### src/rtl/comanda_numarator_if.sv
// Button/switch inputs and counter-control outputs between the panel and comanda_numarator.
`timescale 1ns/1ps
interface comanda_numarator_if #(
  parameter int WIDTH = 5
);
  logic             btn_start;
  logic             btn_stop;
  logic             btn_dir;
  logic             btn_load;
  logic [WIDTH-1:0] sw_val;
  logic             load;
  logic             en;
  logic             UpDown;
  logic [WIDTH-1:0] in_val;
  logic             running;

  modport master (
    output btn_start, btn_stop, btn_dir, btn_load, sw_val,
    input  load, en, UpDown, in_val, running
  );

  modport slave (
    input  btn_start, btn_stop, btn_dir, btn_load, sw_val,
    output load, en, UpDown, in_val, running
  );
endinterface

### src/rtl/comanda_numarator.sv
// Control stage for the 5-bit up/down counter: button sync + edge detect,
// run/idle/load sequencing and an en prescaler.
//
// state | meaning
// IDLE  | counter halted, waiting for start or load
// RUN   | prescaler running, en pulses once per DIV cycles
// LOAD  | single cycle presenting load=1 and the captured preset
`timescale 1ns/1ps
module comanda_numarator #(
  parameter int WIDTH = 5,
  parameter int DIV   = 4
) (
  input  logic ck,
  input  logic reset,
  comanda_numarator_if.slave bus
);

  typedef enum logic [1:0] {
    IDLE = 2'b00,
    RUN  = 2'b01,
    LOAD = 2'b10
  } state_t;

  localparam logic [7:0] PRESC_LAST = 8'(DIV - 1);

  // bit order everywhere: {load, dir, stop, start}
  logic [3:0] btn_raw;
  logic [3:0] s1, s2, s2_d;
  logic [3:0] cmd;

  state_t           state, state_nx;
  logic [7:0]       presc, presc_nx;
  logic [2:0]       pend, pend_nx;
  logic             load_nx, en_nx, updown_nx;
  logic [WIDTH-1:0] in_val_nx;
  logic             eff_start, eff_stop, eff_load;

  assign btn_raw = {bus.btn_load, bus.btn_dir, bus.btn_stop, bus.btn_start};
  assign cmd     = s2 & ~s2_d;

  always_ff @(posedge ck or negedge reset) begin
    if (!reset) begin
      s1   <= '0;
      s2   <= '0;
      s2_d <= '0;
    end else begin
      s1   <= btn_raw;
      s2   <= s1;
      s2_d <= s2;
    end
  end

  // Commands seen during the LOAD cycle are replayed once IDLE is reached.
  assign eff_start = cmd[0] | pend[0];
  assign eff_stop  = cmd[1] | pend[1];
  assign eff_load  = cmd[3] | pend[2];

  always_comb begin
    state_nx  = IDLE;
    presc_nx  = '0;
    pend_nx   = '0;
    load_nx   = 1'b0;
    en_nx     = 1'b0;
    in_val_nx = bus.in_val;
    updown_nx = bus.UpDown ^ cmd[2];
    case (state)
      RUN: begin
        if (eff_load) begin
          state_nx  = LOAD;
          load_nx   = 1'b1;
          in_val_nx = bus.sw_val;
        end else if (!eff_stop) begin
          state_nx = RUN;
          en_nx    = (presc == PRESC_LAST);
          presc_nx = (presc == PRESC_LAST) ? 8'd0 : presc + 8'd1;
        end
      end
      LOAD: begin
        state_nx = IDLE;
        pend_nx  = {cmd[3], cmd[1], cmd[0]};
      end
      default: begin
        if (eff_load) begin
          state_nx  = LOAD;
          load_nx   = 1'b1;
          in_val_nx = bus.sw_val;
        end else if (eff_start) begin
          state_nx = RUN;
        end
      end
    endcase
  end

  always_ff @(posedge ck or negedge reset) begin
    if (!reset) begin
      state       <= IDLE;
      presc       <= '0;
      pend        <= '0;
      bus.load    <= 1'b0;
      bus.en      <= 1'b0;
      bus.UpDown  <= 1'b1;
      bus.in_val  <= '0;
      bus.running <= 1'b0;
    end else begin
      state       <= state_nx;
      presc       <= presc_nx;
      pend        <= pend_nx;
      bus.load    <= load_nx;
      bus.en      <= en_nx;
      bus.UpDown  <= updown_nx;
      bus.in_val  <= in_val_nx;
      bus.running <= (state_nx == RUN);
    end
  end

endmodule

### src/flat_wrapper.sv
// flat-port wrapper written by rule: the top's interface ports become plain ports
module comanda_numarator_flat 
#(
  parameter int WIDTH = 5,
  parameter int DIV   = 4
)
  (ck, reset, bus_btn_start, bus_btn_stop, bus_btn_dir, bus_btn_load, bus_sw_val, bus_load, bus_en, bus_UpDown, bus_in_val, bus_running);
  comanda_numarator_if #(.WIDTH(WIDTH)) bus_i ();
  input  logic ck;
  input  logic reset;
  input wire logic [$bits(bus_i.btn_start)-1:0] bus_btn_start;
  input wire logic [$bits(bus_i.btn_stop)-1:0] bus_btn_stop;
  input wire logic [$bits(bus_i.btn_dir)-1:0] bus_btn_dir;
  input wire logic [$bits(bus_i.btn_load)-1:0] bus_btn_load;
  input wire logic [$bits(bus_i.sw_val)-1:0] bus_sw_val;
  output wire logic [$bits(bus_i.load)-1:0] bus_load;
  output wire logic [$bits(bus_i.en)-1:0] bus_en;
  output wire logic [$bits(bus_i.UpDown)-1:0] bus_UpDown;
  output wire logic [$bits(bus_i.in_val)-1:0] bus_in_val;
  output wire logic [$bits(bus_i.running)-1:0] bus_running;
  assign bus_i.btn_start = bus_btn_start;
  assign bus_i.btn_stop = bus_btn_stop;
  assign bus_i.btn_dir = bus_btn_dir;
  assign bus_i.btn_load = bus_btn_load;
  assign bus_i.sw_val = bus_sw_val;
  assign bus_load = bus_i.load;
  assign bus_en = bus_i.en;
  assign bus_UpDown = bus_i.UpDown;
  assign bus_in_val = bus_i.in_val;
  assign bus_running = bus_i.running;
  comanda_numarator #(.WIDTH(WIDTH), .DIV(DIV)) u_core (.ck(ck), .reset(reset), .bus(bus_i));
endmodule
### config.mk
export PLATFORM = sky130hd
export DESIGN_NAME = comanda_numarator_flat
export DESIGN_NICKNAME = d
export VERILOG_FILES = /design/src/rtl/comanda_numarator_if.sv /design/src/rtl/comanda_numarator.sv /design/src/flat_wrapper.sv
export SDC_FILE = /design/constraint.sdc
export NUM_CORES = 1
export LEC_CHECK = 0
export CORE_ASPECT_RATIO = 1.1
export CORE_UTILIZATION = 55
export CTS_CLUSTER_DIAMETER = 50
export DETAILED_ROUTE_END_ITERATION = 10
export GPL_ROUTABILITY_DRIVEN = 0
export PLACE_DENSITY = 0.82
export SLEW_MARGIN = 20
export SYNTH_ARGS = -nofsm -noshare
export SYNTH_HDL_FRONTEND = slang
export SYNTH_SLANG_ARGS = --single-unit
export TNS_END_PERCENT = 10
### constraint.sdc
create_clock -name ck -period 2.4 [get_ports ck]
set_input_delay 0.48 -clock ck [delete_from_list [all_inputs] [get_ports ck]]
set_output_delay 0.48 -clock ck [all_outputs]
set_load 0.02 [all_outputs]
==> impl_metrics.py <==
metrics = {
    "layout": {
        "drive_above_1_share_pct": 15.13,
        "antenna_cells": 0,
        "nets": 132,
        "n_fill_cell": 135,
        "areaGrowthSynthToFinish_pct": 23.75,
        "multi_input_area_um2": 370.4,
        "ff_latch_area_um2": 852.1,
    },
    "placement": {
        "dp_worst_setup_slack_ns": 0.6430,
        "hpwl_mm": 1.311,
        "port_buffers": 19,
    },
    "yosys": {
        "synth.area.top_cells": "dfrtp_1 (66%), mux2_2 (4.5%), a211oi_1 (3.0%)",
        "yosys.area_share.xor_xnor_pct": 2.806,
        "synth-compound-area-share_pct": 6.313,
        "yosys_warnings": 0,
        "post-synth-top-count-cell": "dfrtp_1",
        "synth_seq_cells": 34,
        "synth_top_area_cell": "dfrtp_1",
        "ys_seq_area_share_pct": 68.24,
        "synth_top_cell_area_share_pct": 66.13,
        "synth_area_um2": 1249,
        "yosysUniqueCellTypes": 23,
        "syn-mean-instance-area_um2": 13.72,
        "synth_commonest_cells": "dfrtp_1 (33), inv_1 (7), a211oi_1 (5), mux2_2 (5)",
        "synthCells": 91,
        "yosys.area_share.simple_pct": 13.03,
        "synth_ff_type": "dfrtp_1",
        "synthMuxAreaShare_pct": 4.509,
        "synth-edff-count": 0,
        "synthAdderAreaFrac_pct": 3.006,
        "synth_top_family_by_area": "simple AND/OR/NAND/NOR gates",
        "async_reset_ff_share_pct": 100.0,
        "synth_nets": 105,
    },
    "setup_path": {
        "cp_max_fo": 2,
        "cp_slowest_cell": "clkdlybuf4s50_1",
        "r2r_start": "u_core.presc[0]",
        "worstSetupPathType": "register to output pin",
        "critical_path_required_ns": 1.92,
        "rr_worst_depth": 4,
        "worstPathArrival_ns": 1.50,
        "r2r_setup_slack_ns": 0.60,
        "worst_setup_path_start_kind": "register",
        "crit_buf_inv": 1,
        "slowest_delay_ns": 0.61,
        "reg2reg_to": "u_core.bus.en",
        "crit_chain": "clkdlybuf4s50_1",
        "critPathTopFamily": "buffers and inverters",
        "end_kind": "output pin",
    },
    "floorplan": {
        "rows": 17,
        "start_util_pct": 60.52,
        "chipHeight_um": 51.98,
        "die_w_um": 47.43,
        "pin_count": 20,
        "core-area_um2": 2063,
        "floorplan.die_area_um2": 2465,
    },
    "grt": {
        "grt_pass1_wl_mm": 3.091,
        "grt_max_degree": 35,
        "antenna_found_initial": 0,
        "grt_pass1_vias": 737,
        "gr-usage-all-layers_pct": 19.35,
        "overflow": 0,
    },
    "sta": {
        "holdWs_ns": 0.3561,
        "min_period_over_period_pct": 82.49,
        "slew-limit-headroom_pct": 68.75,
        "tightest_slew_ns": 0.4652,
        "finalMaxSlewViolations": 0,
        "setup_violations": 0,
        "setup_ws_ns": 0.4202,
        "period_needed_ns": 1.980,
        "hold_violations": 0,
        "finClkSkew_ns": 0.003272,
        "rsz0062_at_grt": "no",
        "max_freq_ghz": 0.5051,
        "tns_ns": 0,
    },
    "power": {
        "vdd_drop_max_mv": 0.7340,
        "pwr-share-comb_pct": 24.9,
        "swShare_pct": 29.35,
        "leakage_nw": 0.6597,
        "clkPwrFrac_pct": 24.1,
        "switchingPower_uw": 403.4,
        "p_seq_share_pct": 51.0,
        "powerDensity_nw_per_um2": 889.6,
        "p_int_uw": 971.2,
    },
    "min_path": {
        "min_path_type": "register to register",
        "holdPathStages": 0,
        "min_from": "u_core.s1[1]",
        "whs_endpoint": "u_core.s2[1]",
    },
    "detailed_routing": {
        "wirelength_mm": 1.859,
        "drt-vias-per-instance": 5.252,
        "drt_iter0_drc": 19,
        "route.detailed.wl_per_inst_um": 12.65,
        "first_pass_iters": 4,
        "drc": 0,
        "ant_nets": 0,
        "via_count": 772,
    },
    "clock_tree": {
        "cts_buffers": 5,
        "cts_resized": 0,
        "clockBufferDepth": 2,
        "post_cts_buffers": 0,
        "htreeDepth": 2,
        "cts_tree": "built",
        "path_clk_slew_ns": 0.10,
        "worstSkewPairLatency_ns": 0.33,
        "cts_sinks": 34,
        "postCtsHoldBufs": 0,
        "root_buffer": "clkbuf_4",
    },
    "job": {
        "cap_violations": 0,
    },
    "outcome": {
        "status": "completed",
    },
}
[worst reg2reg max path: cells and delay by family (launching register included)]
| kind | cells | cell delay (ns) |
|---|---|---|
| simple gates | 3 | 1.04 |
| flops | 1 | 0.43 |
| fa+ha+maj | 1 | 0.25 |
[cell usage in the layout, fill, tap and decap left out, drive strengths merged, types with 3 or more instances in the layout]
cell type      Yosys  final
a211oi             5      5
a21oi              3      3
clkbuf             0      6
clkdlybuf4s50      0     19
dfrtp             33     33
ha                 3      3
inv                7      7
mux2               5      5
nand2b             3      3
nand3              4      4
nor2               3      3
nor3               4      4
o21ai              3      3
or3                3      3
[state kept, by name, indices dropped and copies added (netlist names), 2 cells and up]
name / count
u_core.pend: 3
u_core.s2: 4
u_core.s2_d: 4
u_core.s1: 4
u_core.presc: 8
u_core.bus.in_val: 5
u_core.state: 2
[worst max path at each step]
stage / from / endpoint / slack (ns) / cells past startpoint
3_3_place_gp: u_core.presc[0] / u_core.bus.en / 0.73 / 4
6_report: u_core.bus.UpDown / bus_UpDown / 0.42 / 1
5_1_grt: u_core.bus.UpDown / bus_UpDown / 0.36 / 1
2_1_floorplan: u_core.presc[0] / u_core.bus.en / 0.81 / 4
4_1_cts: u_core.bus.UpDown / bus_UpDown / 0.39 / 1
3_5_place_dp: u_core.presc[0] / u_core.bus.en / 0.64 / 4
[power groups by stage]
stage	clock network [mW]	logic (mW)	registers (mW)
2_1_floorplan	0	0.127	0.771
3_3_place_gp	0	0.339	0.704
3_5_place_dp	0	0.348	0.714
4_1_cts	0.346	0.349	0.702
5_1_grt	0.369	0.375	0.710
6_report	0.331	0.343	0.700
[kinds of logic (layout without fill, tap and decap cells)]
kind of cell	Yosys count	after routing
xor+xnor	4	4
compound gates	12	12
simple gates	26	26
mux	5	5
buf+inv	7	35
fa+ha+maj	3	3
flops	34	34
[routing by layer]
layer	wire length, µm	part of all wire, %	vias to the layer above	GRT usage (%)
met5	0	0	-	0
met1	820	44	371	23.39
met3	104	5.6	4	8.333
li1	-	-	375	-
met4	48	2.6	0	11.43
met2	886	48	22	28.08
[per-stage QoR]
step | utilization, % | power [mW] | instance area, µm² | instances
final | 74.89 | 1.375 | 1545 | 147
after global routing | 74.89 | 1.454 | 1545 | 147
after CTS | 74.89 | 1.397 | 1545 | 147
after detailed placement | 71.80 | 1.062 | 1481 | 139
after global placement | 71.80 | 1.043 | 1481 | 139
after floorplan | - | 0.8979 | 1249 | 91
[cell type report]
cell class	instances	area share, %
Clock buffer	6	3.320
Clock inverter	2	0.8097
Inverter	7	1.700
Multi-Input combinational cell	50	23.97
Sequential cell	34	55.14
Tap cell	28	2.267
Timing Repair Buffer	20	12.79
Note: power is estimated with default switching activity, not from simulation.
